<file path="src/rtl/seg_pkg.sv">
// Shared types and sizes for the display-source scheduler.
package seg_pkg;

  localparam int DISP_W    = 20;
  localparam int PT_W      = 6;
  localparam int NSRC      = 3;
  localparam int ALARM_IDX = 2;

  typedef enum logic [1:0] {
    ST_IDLE  = 2'd0,
    ST_SHOW  = 2'd1,
    ST_BLANK = 2'd2
  } state_t;

endpackage

</file>
<file path="src/rtl/seg_src_pick.sv">
// Combinational source pick: the alarm source wins outright, otherwise the
// two low-priority sources round-robin starting after the last one granted.
module seg_src_pick
  import seg_pkg::*;
(
  input  logic [NSRC-1:0] req,
  input  logic            last_lo,
  output logic            pick_vld,
  output logic [NSRC-1:0] pick_oh
);

  always_comb begin
    pick_oh = '0;
    if (req[ALARM_IDX]) begin
      pick_oh[ALARM_IDX] = 1'b1;
    end else if (last_lo) begin
      if (req[0])      pick_oh[0] = 1'b1;
      else if (req[1]) pick_oh[1] = 1'b1;
    end else begin
      if (req[1])      pick_oh[1] = 1'b1;
      else if (req[0]) pick_oh[0] = 1'b1;
    end
  end

  assign pick_vld = |req;

endmodule

</file>
<file path="src/rtl/seg_disp_sched.sv">
// Shares one seven-segment scan driver among two round-robin sources and one
// preempting alarm source, with a blanking gap at every handover.
module seg_disp_sched
  import seg_pkg::*;
#(
  parameter logic [27:0] DWELL_MAX = 28'd149_999_999,
  parameter logic [19:0] BLANK_MAX = 20'd499_999
) (
  input  logic              sys_clk,
  input  logic              sys_rst_n,
  input  logic [NSRC-1:0]   req,
  input  logic [DISP_W-1:0] data0,
  input  logic [DISP_W-1:0] data1,
  input  logic [DISP_W-1:0] data2,
  input  logic [PT_W-1:0]   point0,
  input  logic [PT_W-1:0]   point1,
  input  logic [PT_W-1:0]   point2,
  input  logic              sign0,
  input  logic              sign1,
  input  logic              sign2,
  input  logic              key_next,
  output logic [DISP_W-1:0] data,
  output logic [PT_W-1:0]   point,
  output logic              sign,
  output logic              seg_en,
  output logic [NSRC-1:0]   gnt
);

  state_t        state;
  logic [27:0]   dwell_cnt;
  logic [19:0]   blank_cnt;
  logic          last_lo;

  logic            pick_vld;
  logic [NSRC-1:0] pick_oh;

  logic [DISP_W-1:0] src_data  [NSRC];
  logic [PT_W-1:0]   src_point [NSRC];
  logic [NSRC-1:0]   src_sign;

  logic [DISP_W-1:0] pick_data, own_data;
  logic [PT_W-1:0]   pick_point, own_point;
  logic              pick_sign, own_sign;

  logic owner_drop, preempt, lo_owner, other_lo_req, slot_end, rotate, go_show;

  seg_src_pick u_pick (
    .req      (req),
    .last_lo  (last_lo),
    .pick_vld (pick_vld),
    .pick_oh  (pick_oh)
  );

  assign src_data[0]  = data0;
  assign src_data[1]  = data1;
  assign src_data[2]  = data2;
  assign src_point[0] = point0;
  assign src_point[1] = point1;
  assign src_point[2] = point2;
  assign src_sign     = {sign2, sign1, sign0};

  // Two one-hot muxes: the incoming pick (on grant) and the current owner (live copy).
  always_comb begin
    pick_data  = '0;
    pick_point = '0;
    pick_sign  = 1'b0;
    own_data   = '0;
    own_point  = '0;
    own_sign   = 1'b0;
    for (int i = 0; i < NSRC; i++) begin
      if (pick_oh[i]) begin
        pick_data  = src_data[i];
        pick_point = src_point[i];
        pick_sign  = src_sign[i];
      end
      if (gnt[i]) begin
        own_data  = src_data[i];
        own_point = src_point[i];
        own_sign  = src_sign[i];
      end
    end
  end

  // gnt doubles as the owner register while in SHOW.
  assign owner_drop   = ~|(gnt & req);
  assign preempt      = req[ALARM_IDX] & ~gnt[ALARM_IDX];
  assign lo_owner     = gnt[0] | gnt[1];
  assign other_lo_req = (gnt[0] & req[1]) | (gnt[1] & req[0]);
  assign slot_end     = lo_owner & ((dwell_cnt == DWELL_MAX) | key_next);
  assign rotate       = slot_end & other_lo_req;
  assign go_show      = pick_vld & ((state == ST_IDLE) |
                                    ((state == ST_BLANK) & (blank_cnt == BLANK_MAX)));

  always_ff @(posedge sys_clk or negedge sys_rst_n) begin
    if (!sys_rst_n) begin
      state     <= ST_IDLE;
      dwell_cnt <= '0;
      blank_cnt <= '0;
      last_lo   <= 1'b1;
      data      <= '0;
      point     <= '0;
      sign      <= 1'b0;
      seg_en    <= 1'b0;
      gnt       <= '0;
    end else if (go_show) begin
      state     <= ST_SHOW;
      gnt       <= pick_oh;
      seg_en    <= 1'b1;
      data      <= pick_data;
      point     <= pick_point;
      sign      <= pick_sign;
      dwell_cnt <= '0;
      blank_cnt <= '0;
      if (!pick_oh[ALARM_IDX]) last_lo <= pick_oh[1];
    end else begin
      case (state)
        ST_IDLE: begin
          dwell_cnt <= '0;
          blank_cnt <= '0;
        end
        ST_SHOW: begin
          if (owner_drop || preempt || rotate) begin
            state     <= ST_BLANK;
            gnt       <= '0;
            seg_en    <= 1'b0;
            dwell_cnt <= '0;
            blank_cnt <= '0;
          end else begin
            data  <= own_data;
            point <= own_point;
            sign  <= own_sign;
            // Lone low source at slot end simply restarts its slot.
            if (slot_end)                    dwell_cnt <= '0;
            else if (dwell_cnt != DWELL_MAX) dwell_cnt <= dwell_cnt + 28'd1;
          end
        end
        ST_BLANK: begin
          if (blank_cnt == BLANK_MAX) begin
            state     <= ST_IDLE;
            blank_cnt <= '0;
          end else begin
            blank_cnt <= blank_cnt + 20'd1;
          end
        end
        default: begin
          state  <= ST_IDLE;
          gnt    <= '0;
          seg_en <= 1'b0;
        end
      endcase
    end
  end

endmodule
</file>
<file path="config.mk">
export PLATFORM = sky130hd
export DESIGN_NAME = seg_disp_sched
export DESIGN_NICKNAME = d
export VERILOG_FILES = /design/src/rtl/seg_pkg.sv /design/src/rtl/seg_src_pick.sv /design/src/rtl/seg_disp_sched.sv
export SDC_FILE = /design/constraint.sdc
export NUM_CORES = 1
export LEC_CHECK = 0
export ABC_AREA = 0
export CAP_MARGIN = 20
export CORE_MARGIN = 3
export CORE_UTILIZATION = 47
export CTS_BUF_LIST = sky130_fd_sc_hd__clkbuf_4
export CTS_CLUSTER_SIZE = 12
export DETAILED_ROUTE_END_ITERATION = 7
export PLACE_DENSITY = 0.84
export SLEW_MARGIN = 20
export SYNTH_ARGS = -nofsm -noshare
export SYNTH_HDL_FRONTEND = slang
export SYNTH_SLANG_ARGS = --single-unit
</file>
<file path="constraint.sdc">
create_clock -name sys_clk -period 2.5 [get_ports sys_clk]
set_input_delay 0.5 -clock sys_clk [delete_from_list [all_inputs] [get_ports sys_clk]]
set_output_delay 0.5 -clock sys_clk [all_outputs]
set_load 0.05 [all_outputs]
</file>
Word level (Yosys, flattened, before mapping). Index checks and enable logic that the tools add are counted.

Bits in writable memories: 0. ROM bits: 0. Output and inout bits: 31. Memories: 0. Register bits: 82. Latch bits: 0.

Multipliers: 0. Reduce and logical (&&, ||, !) cells: 16. Equality and inequality tests: 11. Mux-type cells: 53. Divide/modulo/power cells: 0. Shift operators: 0. Bitwise gates (word level): 14. $lt $le $gt $ge: 0. Add/sub/neg operators: 2.

Operators with widths (count): $mux 20 (12); $mux 28 (4); $pmux 20 s3 (1); $pmux 28 s2 (1); $mux 6 (9); $add 28x1->28 const B (1); $eq 28x28->1 const B (1); $ne 28x28->1 const B (1); $add 20x1->20 const B (1); $eq 20x19->1 const B (1); $mux 1 (16); $mux 2 (5); $reduce_and 2->1 (5); $and 1x1->1 (7); $mux 3 (2); $pmux 2 s3 (1); $pmux 3 s2 (1); $reduce_or 3->1 (2); $ne 5x5->1 const B (1); $ne 2x2->1 const B (2); $or 1x1->1 (4); $reduce_bool 4->1 (1); $and 3x3->3 (1); $ne 3x2->1 const B (1); 13 further kinds (15).

Longest topological paths before layout.
Depth after elaboration: 8. Gate-level depth with buffers: 9. Depth with buffers taken out: 7.

Modules after synthesis. Synthesis repeated with hierarchy kept, for this count alone.

Cells, all modules: 678. Area total of the unflattened synthesis: 5345.1 µm².

By module, submodules not included: seg_disp_sched (area an instance 5306.3 µm², cells an instance 672, instances 1); seg_src_pick (area an instance 38.8 µm², cells an instance 6, instances 1).

Least setup slack after synthesis. Ideal clock, no wire load.

Path type: register to register. From: reg dwell_cnt[18]. To: reg sign. Buffers on the path: 1. Stages on the path, launching flop included: 8. Setup time: 123 ps. Period minus slack after synthesis: 2533 ps. Setup slack: -33 ps. Data required time: 2377 ps. Arrival: 2410 ps. Path through: dfrtp_1 or4_1 or4_4 o31ai_4 and2_1 nand2_2 buf_6 o221a_2.

Cells in the longest elaborated chain, start to end: 7.

RTL lines: start, declared (RTL line seg_disp_sched.sv:30) `logic [27:0] dwell_cnt;`; start signal, assigned (RTL line seg_disp_sched.sv:134) `else if (dwell_cnt != DWELL_MAX) dwell_cnt <= dwell_cnt + 28'd1;`; $eq 28x28->1 (RTL line seg_disp_sched.sv:89) `assign slot_end = lo_owner & ((dwell_cnt == DWELL_MAX) | key_next);`; $or 1x1->1 (RTL line seg_disp_sched.sv:89); $and 1x1->1 (RTL line seg_disp_sched.sv:89); $and 1x1->1 (RTL line seg_disp_sched.sv:90) `assign rotate = slot_end & other_lo_req;`; $logic_or 1x1->1 (RTL line seg_disp_sched.sv:122) `if (owner_drop || preempt || rotate) begin`; $ne 2x2->1 (no line); $reduce_and 2->1 (no line); end signal, assigned (RTL line seg_disp_sched.sv:111) `sign <= pick_sign;`; end signal, assigned (RTL line seg_disp_sched.sv:131) `sign <= own_sign;`; end, declared (RTL line seg_disp_sched.sv:24) `output logic sign,`.

No other way between the ends. A chain may end at the register's enable or synchronous reset.

Worst setup path after layout.
From: reg dwell_cnt[18]. To: reg data[10].

Cells in the longest elaborated chain, start to end: 7.

RTL lines: $eq 28x28->1 (RTL line seg_disp_sched.sv:89); $or 1x1->1 (RTL line seg_disp_sched.sv:89); $and 1x1->1 (RTL line seg_disp_sched.sv:89); $and 1x1->1 (RTL line seg_disp_sched.sv:90); $logic_or 1x1->1 (RTL line seg_disp_sched.sv:122); $ne 2x2->1 (no line); $reduce_and 2->1 (no line); end signal, assigned (RTL line seg_disp_sched.sv:109) `data <= pick_data;`; end signal, assigned (RTL line seg_disp_sched.sv:129) `data <= own_data;`; end, declared (RTL line seg_disp_sched.sv:22) `output logic [DISP_W-1:0] data,`.

No other way between the ends.

==> impl_metrics.yaml <==
placement:
  dp_cells: 849
  gp_congestion: 0.8744
  portBuffers: 117
  pre_cts_ws_ps: -155.2
  dp_hpwl_mm: 11.10
worst_setup_path:
  crit_start: "dwell_cnt[18]$_DFFE_PN0P_"
  cp.arrival_ps: 2880
  slowest_stage: "or4_4"
  path_class: "reg2reg"
  endpoint: "data[10]$_DFFE_PN0P_"
  timing.rr.start: "dwell_cnt[18]$_DFFE_PN0P_"
  reg2reg_setup_slack_ps: -60
  slowest_delay_ps: 530
  cp-end-kind: "register"
  critical_path.cell_chain: "or4_1 -> or4_4 -> o31ai_4 -> and2_4 -> nand2_4 -> buf_12 -> o221a_4"
  path_depth: 7
  r2r-end: "data[10]$_DFFE_PN0P_"
  crit_path_max_fanout: 8
  start_kind: "register"
  critical_path.top_delay_family: "simple AND/OR/NAND/NOR gates"
  critical_path_buf_inv_count: 1
  cp.required_ps: 2810
  r2r_cells: 7
timing:
  slew_viol_final: 0
  rsz0062_at_grt: "true"
  max_slew_margin_pct: 51.51
  clock_skew_ps: 21.51
  tightest_slew_ps: 727.4
  layout_min_cycle_time_ps: 2564
  setup_viol_count_final: 46
  fmax_ghz: 0.3900
  timing.final.ws_setup_ps: -64.25
  fin_crit_sh_pct: 102.6
  hold_violations: 0
clock_network:
  path_clk_slew_ps: 140
  insertion_delay_ps: 430
  cts_buffer_depth: 2
  cts_root_buf: "clkbuf_4"
  htreeDepth: 3
  cts_sinks: 82
  cts_tree: "yes"
  cts_made_buffers: 9
run:
  maxCapViolCount: 0
synth:
  syn_nets: 692
  synth-edff-count: 0
  yosysMostFrequentCell: "nand2_1"
  synthTopCellsByCount: "nand2_1, dfrtp_1, o21ai_0"
  yosysWarningCount: 0
  netlist_area_sq_um: 5039
  synth_top_area_cell: "dfrtp_1"
  async_flop_share_pct: 100.0
  seq_area_frac_synth_pct: 40.75
  ys.flop_type: "dfrtp_1"
  synth_top_area_share_pct: 40.23
  syn_inst: 603
  ys_top_cells_by_area: "dfrtp_1, nand2_1, o21ai_0, a222oi_1, a22oi_1"
  ys_ff_latch: 82
  postSynthAreaPerCell_sq_um: 8.356
  yosysUniqueCellTypes: 55
route:
  vias_per_cell: 6.674
  vias: 5880
  routed_wl_mm: 17.50
  ant_nets: 0
  route.detailed.drc: 6
  first_iter_violations: 671
  dr.pass1.iters: 8
  avgRoutedWirePerCell_microns: 19.87
grt:
  grt-ovfl-total: 0
  grt_max_degree: 57
  antenna_found_initial: 0
  gr-usage-all-layers_pct: 27.27
  grt_pass1_vias: 5578
  grt_pass1_wl_mm: 26.50
status:
  status: "finished with violations"
  violations: "DRC, setup timing"
power:
  total_leakage_power_nw: 2.778
  p_comb_share_pct: 61.7
  fin_total_pwr_mw: 7.222
  peakVddDrop_mv: 0.7980
  clockPowerShare_pct: 12.0
  power_density_nw_per_um2: 997.4
  power_switching_share_pct: 46.47
  internal_power_mw: 3.866
  seq_power_share_pct: 26.3
  p_switching_mw: 3.356
final_layout:
  final_core_util_pct: 69.82
  drive_gt1_share_pct: 17.32
  area_growth_pct: 43.70
  nets: 830
  fillCellCount: 748
  fin_cells: 881
  diodes: 0
die:
  die_area_sq_um: 12000
  ios: 118
  start_util_pct: 48.59
  fp.dieW_microns: 109.5
  die_h_microns: 109.5
  core_sq_um: 10370
  rows: 37
min_path:
  hold_class: "reg2reg"
## state kept, by name, summed over array words and instances, names as in the netlist
signal / flops
data: 20
dwell_cnt: 28
sign: 1
blank_cnt: 20
state: 2
gnt: 3
last_lo: 1
seg_en: 1
point: 6
## area by class of cell
| cell class | count | area [sq um] | area share (%) |
|---|---|---|---|
| Multi-Input combinational cell | 467 | 3039 | 41.97 |
| Tap cell | 136 | 170.2 | 2.350 |
| Timing Repair Buffer | 171 | 1785 | 24.66 |
| Clock buffer | 10 | 75.07 | 1.037 |
| Sequential cell | 82 | 2053 | 28.36 |
| Clock inverter | 5 | 80.08 | 1.106 |
| Inverter | 10 | 37.54 | 0.5184 |
## power groups by stage
stage / Sequential, mW / Clock [mW] / Combinational [mW]
after floorplan: 2.65 / 0 / 1.59
after global placement: 1.89 / 0 / 3.64
after detailed placement: 1.88 / 0 / 3.75
after CTS: 1.87 / 0.875 / 3.87
after global routing: 1.93 / 0.935 / 4.71
final: 1.90 / 0.870 / 4.46
## metrics by stage
step | TNS (ps) | area (sq um) | hold WS (ps)
2_1_floorplan | 0 | 5047 | 204.4
3_3_place_gp | -1905 | 6600 | 461.5
3_5_place_dp | -3551 | 6600 | 468.7
4_1_cts | -575.6 | 6870 | 500.1
5_1_grt | -3857 | 7241 | 525.0
6_report | -1338 | 7241 | 501.9
## cells in the final DEF, fill, tap and decap left out, drive strengths merged, types with 9 or more instances in the layout
cell	synthesis	final
o211ai	12	12
a222oi	27	27
nand3	34	34
dfrtp	81	81
nand2	101	101
nor3	10	10
a21oi	21	21
nor2	30	30
a22oi	29	29
o221a	15	15
inv	10	10
nand4	9	9
o21ai	79	79
buf	9	53
clkdlybuf4s50	0	114
clkbuf	36	13
a31oi	18	18
## cells by family after synthesis
family	share of synthesized area, %
AND/OR/NAND/NOR	22.13
AO/OA/AOI/OAI	31.71
flip-flops	40.75
buffers and inverters	4.544
adder cells (fa/ha/maj)	0.4966
XOR/XNOR	0.1739
multiplexers	0.1987
## how the worst min path moves through the flow
stage / to / slack [ps] / cells past startpoint / start
after floorplan: blank_cnt[0]$_DFFE_PN0P_ / 200 / 0 / sys_rst_n
after global placement: blank_cnt[18]$_DFFE_PN0P_ / 460 / 1 / blank_cnt[18]$_DFFE_PN0P_
final: seg_en$_DFFE_PN0P_ / 500 / 1 / seg_en$_DFFE_PN0P_
after detailed placement: dwell_cnt[8]$_DFFE_PN0P_ / 470 / 1 / sys_rst_n
after CTS: blank_cnt[18]$_DFFE_PN0P_ / 500 / 1 / blank_cnt[18]$_DFFE_PN0P_
after global routing: seg_en$_DFFE_PN0P_ / 520 / 1 / seg_en$_DFFE_PN0P_
## routing by layer
layer / vias to the layer above / share of wire (%) / global-route usage (%)
met3: 61 / 10 / 4.756
met1: 2782 / 37 / 34.51
li1: 2616 / - / -
met5: - / 0 / 0
met2: 421 / 50 / 46.43
met4: 0 / 3.1 / 10.51
## repair_timing
action	CTS	global route
cloned	1	6
setup endpoints to repair	50	76
endpoints found under the hold margin	18	0
setup buffers	5	4
pin swaps	4	22
resized for setup	28	83
hold buffers	1	0
Power figures use the tool's default switching activity.
